File: config.mk
export PLATFORM = sky130hd
export DESIGN_NAME = inst_mem_loader_flat
export DESIGN_NICKNAME = d
export VERILOG_FILES = /design/src/rtl/inst_mem_loader_if.sv /design/src/rtl/inst_mem_loader.sv /design/src/flat_wrapper.sv
export SDC_FILE = /design/constraint.sdc
export NUM_CORES = 1
export LEC_CHECK = 0
export CAP_MARGIN = 20
export CORE_MARGIN = 2
export CORE_UTILIZATION = 35
export DETAILED_ROUTE_END_ITERATION = 16
export SETUP_SLACK_MARGIN = 0.15
export SLEW_MARGIN = 10
export SYNTH_ARGS = -nofsm -noshare
export SYNTH_HDL_FRONTEND = slang
export SYNTH_SLANG_ARGS = --single-unit
File: constraint.sdc
create_clock -name clk -period 3.7 [get_ports clk]
set_input_delay 0.74 -clock clk [delete_from_list [all_inputs] [get_ports clk]]
set_output_delay 0.74 -clock clk [all_outputs]
set_load 0.02 [all_outputs]
File: src/rtl/inst_mem_loader_if.sv
// Byte-stream, control and instruction-memory write signals of the boot loader.
// The master modport is the host/test side and the slave modport is the loader.
interface inst_mem_loader_if;
    logic        Start;
    logic        In_Valid;
    logic [7:0]  In_Data;
    logic        In_Ready;
    logic        Inst_Wr_En;
    logic [63:0] Inst_Wr_Address;
    logic [31:0] Inst_Wr_Data;
    logic        Load_Done;
    logic        Load_Error;
    logic        Cpu_Hold;

    modport master (
        output Start,
        output In_Valid,
        output In_Data,
        input  In_Ready,
        input  Inst_Wr_En,
        input  Inst_Wr_Address,
        input  Inst_Wr_Data,
        input  Load_Done,
        input  Load_Error,
        input  Cpu_Hold
    );

    modport slave (
        input  Start,
        input  In_Valid,
        input  In_Data,
        output In_Ready,
        output Inst_Wr_En,
        output Inst_Wr_Address,
        output Inst_Wr_Data,
        output Load_Done,
        output Load_Error,
        output Cpu_Hold
    );
endinterface

File: src/rtl/inst_mem_loader.sv
// Boot-time instruction memory loader: parses a length/payload/XOR-checksum byte frame,
// writes little-endian 32-bit words and holds the core until a load succeeds.
module inst_mem_loader #(
    parameter int unsigned MEM_BYTES = 96
) (
    input logic               clk,
    input logic               reset,
    inst_mem_loader_if.slave  bus
);

    localparam int unsigned MaxWords = MEM_BYTES / 4;

    typedef enum logic [2:0] {
        StIdle,
        StLenLo,
        StLenHi,
        StData,
        StCsum,
        StDone,
        StErr
    } state_e;

    state_e      state_q, state_d;
    logic        accept;
    logic        start_load;
    logic        last_byte;
    logic [15:0] len_next;

    logic [15:0] len_q;
    logic [15:0] word_idx_q;
    logic [1:0]  byte_idx_q;
    logic [7:0]  csum_q;
    logic [23:0] word_q;      // lanes 0..2; lane 3 goes straight from In_Data to the write
    logic        wr_en_q;
    logic [63:0] wr_addr_q;
    logic [31:0] wr_data_q;

    assign accept     = bus.In_Valid && bus.In_Ready;
    assign start_load = bus.Start && (state_q inside {StIdle, StDone, StErr});
    assign last_byte  = (byte_idx_q == 2'd3) && ((word_idx_q + 16'd1) == len_q);
    assign len_next   = {bus.In_Data, len_q[7:0]};

    always_ff @(posedge clk) begin
        if (reset) begin
            state_q <= StIdle;
        end else begin
            state_q <= state_d;
        end
    end

    always_comb begin
        state_d = state_q;
        case (state_q)
            StIdle, StDone, StErr: begin
                if (start_load) state_d = StLenLo;
            end
            StLenLo: begin
                if (accept) state_d = StLenHi;
            end
            StLenHi: begin
                if (accept) begin
                    if (32'(len_next) > MaxWords) state_d = StErr;
                    else if (len_next == 16'd0)   state_d = StCsum;
                    else                          state_d = StData;
                end
            end
            StData: begin
                if (accept && last_byte) state_d = StCsum;
            end
            StCsum: begin
                if (accept) state_d = (bus.In_Data == csum_q) ? StDone : StErr;
            end
            default: state_d = StIdle;
        endcase
    end

    always_comb begin
        bus.In_Ready        = state_q inside {StLenLo, StLenHi, StData, StCsum};
        bus.Load_Done       = (state_q == StDone);
        bus.Load_Error      = (state_q == StErr);
        bus.Cpu_Hold        = (state_q != StDone);
        bus.Inst_Wr_En      = wr_en_q;
        bus.Inst_Wr_Address = wr_addr_q;
        bus.Inst_Wr_Data    = wr_data_q;
    end

    // Datapath: length capture, word assembly, checksum and the registered write port.
    always_ff @(posedge clk) begin
        if (reset) begin
            len_q      <= '0;
            word_idx_q <= '0;
            byte_idx_q <= '0;
            csum_q     <= '0;
            word_q     <= '0;
            wr_en_q    <= 1'b0;
            wr_addr_q  <= '0;
            wr_data_q  <= '0;
        end else begin
            wr_en_q <= 1'b0;
            if (start_load) begin
                word_idx_q <= '0;
                byte_idx_q <= '0;
                csum_q     <= '0;
            end
            if (accept) begin
                case (state_q)
                    StLenLo: len_q[7:0]  <= bus.In_Data;
                    StLenHi: len_q[15:8] <= bus.In_Data;
                    StData: begin
                        csum_q     <= csum_q ^ bus.In_Data;
                        byte_idx_q <= byte_idx_q + 2'd1;
                        case (byte_idx_q)
                            2'd0: word_q[7:0]   <= bus.In_Data;
                            2'd1: word_q[15:8]  <= bus.In_Data;
                            2'd2: word_q[23:16] <= bus.In_Data;
                            default: begin
                                wr_en_q    <= 1'b1;
                                wr_addr_q  <= {46'd0, word_idx_q, 2'b00};
                                wr_data_q  <= {bus.In_Data, word_q};
                                word_idx_q <= word_idx_q + 16'd1;
                            end
                        endcase
                    end
                    default: ;
                endcase
            end
        end
    end

endmodule

File: src/flat_wrapper.sv
// flat-port wrapper written by rule: the top's interface ports become plain ports
module inst_mem_loader_flat 
#(
    parameter int unsigned MEM_BYTES = 96
)
  (clk, reset, bus_Start, bus_In_Valid, bus_In_Data, bus_In_Ready, bus_Inst_Wr_En, bus_Inst_Wr_Address, bus_Inst_Wr_Data, bus_Load_Done, bus_Load_Error, bus_Cpu_Hold);
  inst_mem_loader_if bus_i ();
  input logic clk;
  input logic reset;
  input wire logic [$bits(bus_i.Start)-1:0] bus_Start;
  input wire logic [$bits(bus_i.In_Valid)-1:0] bus_In_Valid;
  input wire logic [$bits(bus_i.In_Data)-1:0] bus_In_Data;
  output wire logic [$bits(bus_i.In_Ready)-1:0] bus_In_Ready;
  output wire logic [$bits(bus_i.Inst_Wr_En)-1:0] bus_Inst_Wr_En;
  output wire logic [$bits(bus_i.Inst_Wr_Address)-1:0] bus_Inst_Wr_Address;
  output wire logic [$bits(bus_i.Inst_Wr_Data)-1:0] bus_Inst_Wr_Data;
  output wire logic [$bits(bus_i.Load_Done)-1:0] bus_Load_Done;
  output wire logic [$bits(bus_i.Load_Error)-1:0] bus_Load_Error;
  output wire logic [$bits(bus_i.Cpu_Hold)-1:0] bus_Cpu_Hold;
  assign bus_i.Start = bus_Start;
  assign bus_i.In_Valid = bus_In_Valid;
  assign bus_i.In_Data = bus_In_Data;
  assign bus_In_Ready = bus_i.In_Ready;
  assign bus_Inst_Wr_En = bus_i.Inst_Wr_En;
  assign bus_Inst_Wr_Address = bus_i.Inst_Wr_Address;
  assign bus_Inst_Wr_Data = bus_i.Inst_Wr_Data;
  assign bus_Load_Done = bus_i.Load_Done;
  assign bus_Load_Error = bus_i.Load_Error;
  assign bus_Cpu_Hold = bus_i.Cpu_Hold;
  inst_mem_loader #(.MEM_BYTES(MEM_BYTES)) u_core (.clk(clk), .reset(reset), .bus(bus_i));
endmodule
# Yosys cells after proc, flatten, opt, wreduce, memory -nomap -nowiden
# Index checks and enable logic that the tools add are counted.
[totals] register_bits=118 latch_bits=0 ram_bits=0 romBits=0 inputBits=12 memories=0
[classes] add_sub_neg=2 n_mul=0 div_mod_pow=0 magnitude_cmp=1 n_eq_ne=17 n_shift=0 mux=20 n_bitwise=4 reduce_logical=19
[op_table] cell="16-bit two-way mux" count=4
[op_table] cell="8-bit two-way mux" count=3
[op_table] cell="3-bit two-way mux" count=7
[op_table] cell="16-bit by 1-bit adder with 16-bit output (second input constant)" count=1
[op_table] cell="16-bit equality test" count=1
[op_table] cell="16-bit by 5-bit > comparator with 1-bit output (second input constant)" count=1
[op_table] cell="16-bit zero test" count=1
[op_table] cell="3-bit case mux with 5 select lines" count=1
[op_table] cell="3-bit AND reduction" count=4
[op_table] cell="2-bit by 1-bit inequality test with 1-bit output (second input constant)" count=5
[op_table] cell="3-bit equality test (second input constant)" count=3
[op_table] cell="3-bit OR reduction" count=3
[op_table] cell="8-bit equality test" count=1
[op_table] cell="2-bit two-way mux" count=4
[op_table] cell="8-bit XOR" count=1
[op_table] cell="3-bit by 2-bit equality test with 1-bit output (second input constant)" count=2
[op_table] cell="5-bit AND reduction" count=1
[op_table] cell="2-bit equality test (second input constant)" count=2
[op_table] cell="1-bit logical AND" count=4
[op_table] cell="2-bit AND reduction" count=2
[op_table] cell="4-bit nonzero test" count=1
[op_table] cell="3-bit by 1-bit equality test with 1-bit output (second input constant)" count=1
[op_table] cell="3-bit zero test" count=1
[op_table] cell="3-bit inequality test (second input constant)" count=1
[op_table] cell="other kinds (6)" count=8

# Logic depth before layout (Yosys ltp)
[depth] ltp_word=7 depth_mapped=9

# Least setup slack after synthesis
# No wires, ideal clock.
[synth_path] path_type="input -> register" from="in bus_In_Valid" to="reg u_core.word_idx_q[4]" setup_ns=0.070 t_arrival_ns=2.063 t_required_ns=3.630 path_slack_ns=1.567 path_stages=9 n_path_buf=3 path_cell_list="nor2b_1 > clkbuf_1 > and3_1 > and2_1 > buf_2 > a21oi_2 > buf_2 > o21ai_1 > a21oi_1"
[synth_via] elab_chain_cells=2
[synth_lines] element="start: declaration" line_no="flat_wrapper.sv:11" rtl="input wire logic [$bits(bus_i.In_Valid)-1:0] bus_In_Valid;"
[synth_lines] element="1-bit logical AND" line_no="inst_mem_loader.sv:38" rtl="assign accept = bus.In_Valid && bus.In_Ready;"
[synth_lines] element="16-bit two-way mux" line_no="inst_mem_loader.sv:105" rtl="if (accept) begin"
[synth_lines] element="end signal: assignment" line_no="inst_mem_loader.sv:120" rtl="word_idx_q <= word_idx_q + 16'd1;"
[synth_lines] element="end: declaration" line_no="inst_mem_loader.sv:30" rtl="logic [15:0] word_idx_q;"
# No other way between the ends.
# A chain may end at the register's enable or synchronous reset.

# Final worst setup path
[layout_path] from="reg u_core.state_q[2]" to="out bus_Load_Done"
[layout_via] elab_chain_cells=1
[layout_lines] element="start: declaration" line_no="inst_mem_loader.sv:23" rtl="state_e state_q, state_d;"
[layout_lines] element="start signal: assignment" line_no="inst_mem_loader.sv:45" rtl="state_q <= StIdle;"
[layout_lines] element="start signal: assignment" line_no="inst_mem_loader.sv:47" rtl="state_q <= state_d;"
[layout_lines] element="3-bit equality test" line_no="inst_mem_loader.sv:79" rtl="bus.Load_Done = (state_q == StDone);"
[layout_lines] element="end: declaration" line_no="flat_wrapper.sv:17" rtl="output wire logic [$bits(bus_i.Load_Done)-1:0] bus_Load_Done;"
# No other way between the ends.

==> flow_metrics.tcl <==
set metrics [dict create \
    totalWireLength_um 13600 \
    cellLeakagePower_uw 0.00242 \
    grt_usage 0.159 \
    fin_util 0.432 \
    startpoint "u_core.state_q[2]" \
    synth-adder-area-share 0.0148 \
    synthMuxAreaShare 0.0174 \
    drc 0 \
    fin_skew_ps 7.61 \
    r2r_cells 8 \
    die_area_um2 17500 \
    first_pass_iters 8 \
    crit_path_max_fanout 11 \
    crit_slowest_cell "clkdlybuf4s50_1" \
    cp.arrival_ps 2220 \
    finalMaxSlewViolations 0 \
    end_kind "output pin" \
    ctsHtreeMaxLevel 4 \
    fin_crit_ps 2960 \
    start_util 0.360 \
    yosysSeqAreaShare 0.411 \
    cp_cell_sequence "nor2b_1, nand2_1, inv_1, clkdlybuf4s50_1" \
    routed_via_density 4.82 \
    yosysWarnings 0 \
    critPathMaxStageDelay_ps 630 \
    grt_max_degree 83 \
    max_freq_ghz 0.337 \
    crit_buf_inv 2 \
    post_cts_buffers 0 \
    powerDensity_nw_per_um2 514 \
    drive_gt1_frac 0.0829 \
    crit_cells 4 \
    crit_end "bus_Load_Done" \
    startpoint_type "register" \
    ir_worst_vdd_uv 342 \
    dominantRegCellSynth "dfxtp_1" \
    final_cell_area_um2 6910 \
    portBuffers 64 \
    cts_tree "yes" \
    die_x_um 132 \
    yosys.area_share.xor_xnor 0.0500 \
    whs_ps 450 \
    setup_tns_ps 0 \
    grt_first_pass_wirelength_um 22100 \
    worst_pin_slew_ps 880 \
    place_hpwl_um 9030 \
    rr_endpoint "u_core.state_q[0]" \
    synth_cell_types 53 \
    netlist_instances 734 \
    critical_path.top_delay_family "buffers and inverters" \
    grt_pass1_vias 4247 \
    r2r-start "u_core.word_idx_q[0]" \
    nets 789 \
    cts-root-buf "clkbuf_16" \
    cts.repair.resized 0 \
    synth-compound-area-share 0.152 \
    syn_area_um2 5750 \
    die_y_um 132 \
    antenna_found_initial 0 \
    status "finished clean" \
    routabilityCongestion 0.864 \
    power.total_uw 3550 \
    area_growth_syn_to_layout_pct 20.0 \
    synth_top_family_by_area "simple AND/OR/NAND/NOR gates" \
    synth-simple-area-share 0.244 \
    clkSlewWorstSetupHoldPaths_ps 60 \
    overflow 0 \
    cts_buffers 17 \
    r2r_slack_ps 1140 \
    synth-edff-count 0 \
    setup_violations 0 \
    nFillCells 1656 \
    vias 4822 \
    cp_data_required_time_ps 2960 \
    relSlewSlack 0.413 \
    fin_crit_sh 0.801 \
    antenna_cells 0 \
    drt_iter0_markers 385 \
    worstHoldPathType "reg2reg" \
    cts_hold_buf 0 \
    ys_seq_elements 118 \
    clock_latency_ps 420 \
    clk_path_buf_depth 2 \
    wire_per_inst_um 13.6 \
    detail-route-antenna-nets 0 \
    rsz0062_at_grt "no" \
    fp-row-count 46 \
    hold_violations 0 \
    core_area_um2 16000 \
    drv_cap 0 \
    clock_sinks 118 \
    async_flop_share 0 \
    placed_cell_area_um2 6320 \
    crit_type "reg2out" \
    pin_count 113 \
    syn_avg_cell_area_um2 7.84 \
]
synthesized netlist by cell type, types with 5 or more instances:
library cell / count / area share
nor2_1: 44 / 0.029
nor3_1: 7 / 0.0061
xor2_1: 8 / 0.012
nand2_1: 151 / 0.098
mux2i_1: 10 / 0.017
ha_1: 6 / 0.013
o21ai_1: 9 / 0.0078
a21oi_1: 109 / 0.095
nand3_1: 33 / 0.029
nand4_1: 7 / 0.0076
nand3b_1: 13 / 0.017
a21o_1: 5 / 0.0065
dfxtp_1: 118 / 0.41
and3_1: 7 / 0.0076
xnor2_1: 23 / 0.035
clkbuf_1: 36 / 0.023
o21ai_0: 17 / 0.015
buf_2: 15 / 0.013
buf_4: 50 / 0.065
worst reg2reg max path, stage by stage (launching register included):
cell and delay, ps:
dfxtp_1 500, ha_1 360, and3_2 290, nand3_2 150, nor3_2 370, xnor2_1 170
nand3_2 130, o31ai_4 320, mux2i_1 210
flip-flops by register name, indices dropped and copies added, names as in the netlist:
signal and cells:
u_core.bus.Inst_Wr_Address 16, u_core.bus.Inst_Wr_Data 32, u_core.bus.Inst_Wr_En 1, u_core.byte_idx_q 2, u_core.csum_q 8, u_core.len_q 16
u_core.state_q 3, u_core.word_idx_q 16, u_core.word_q 24
per-layer routing:
metal	part of all wire	vias to the layer above	global-route usage
met3	0.052	15	0.0369
met5	0	-	0
met1	0.50	2219	0.228
li1	-	2460	-
met4	0.015	0	0.0663
met2	0.43	128	0.228
power by group:
group          internal (µW)  switching (µW)
Clock                   1020             586
Sequential              1310            66.3
Combinational            207             356
how the worst min path moves through the flow:
stage / from / endpoint / slack, ps / cells after the start
floorplan: u_core.word_q[0] / u_core.bus.Inst_Wr_Data[0] / 430 / 2
global placement: u_core.word_q[20] / u_core.bus.Inst_Wr_Data[20] / 440 / 2
detailed placement: u_core.word_q[2] / u_core.bus.Inst_Wr_Data[2] / 450 / 2
CTS: u_core.word_q[20] / u_core.bus.Inst_Wr_Data[20] / 450 / 2
global route: u_core.word_q[13] / u_core.word_q[13] / 470 / 2
finish: u_core.word_q[3] / u_core.bus.Inst_Wr_Data[3] / 450 / 2
cell families after synthesis:
| logic type | Yosys count |
|---|---|
| other | 1 |
| adders and majority gates | 7 |
| xor gates and xnor gates | 32 |
| buffers and inverters | 110 |
| DFF | 118 |
| muxes | 10 |
| and+or+nand+nor | 298 |
| AOI/OAI and AO/OA | 158 |
through the flow:
| step | worst slack [ps] | std cells |
|---|---|---|
| 2_1_floorplan | 1570 | 781 |
| 3_3_place_gp | 809 | 968 |
| 3_5_place_dp | 775 | 968 |
| 4_1_cts | 731 | 1000 |
| 5_1_grt | 616 | 1000 |
| 6_report | 735 | 1000 |
cell usage in the layout (no fill, tap or decap), types with 3 or more instances in the layout:
cell type / count
nand2_1: 150
dfxtp_1: 118
a21oi_1: 109
clkdlybuf4s50_1: 63
conb_1: 48
nor2_1: 44
nand3_1: 33
xnor2_1: 23
o21ai_0: 17
clkbuf_16: 17
buf_4: 14
nand3b_1: 13
mux2i_1: 10
o21ai_1: 9
xor2_1: 8
and3_1: 7
nand4_1: 7
nor3_1: 7
ha_1: 6
a21o_1: 5
inv_1: 4
nor3b_1: 4
nor2b_1: 4
nand3_2: 4
a211oi_1: 4
clkinv_2: 4
o31ai_1: 3
nor3_2: 3
or3_1: 3
nor4_1: 3
clkinvlp_4: 3
clkinv_4: 3
area by class of cell:
class	instances	area, µm²	share of cell area
Inverter	4	15.0	0.00217
Clock inverter	12	129	0.0187
Multi-Input combinational cell	553	2940	0.425
Timing Repair Buffer	77	736	0.107
Sequential cell	118	2360	0.342
Tap cell	216	270	0.0391
Clock buffer	20	457	0.0661
Note: power is estimated with default switching activity, not from simulation.
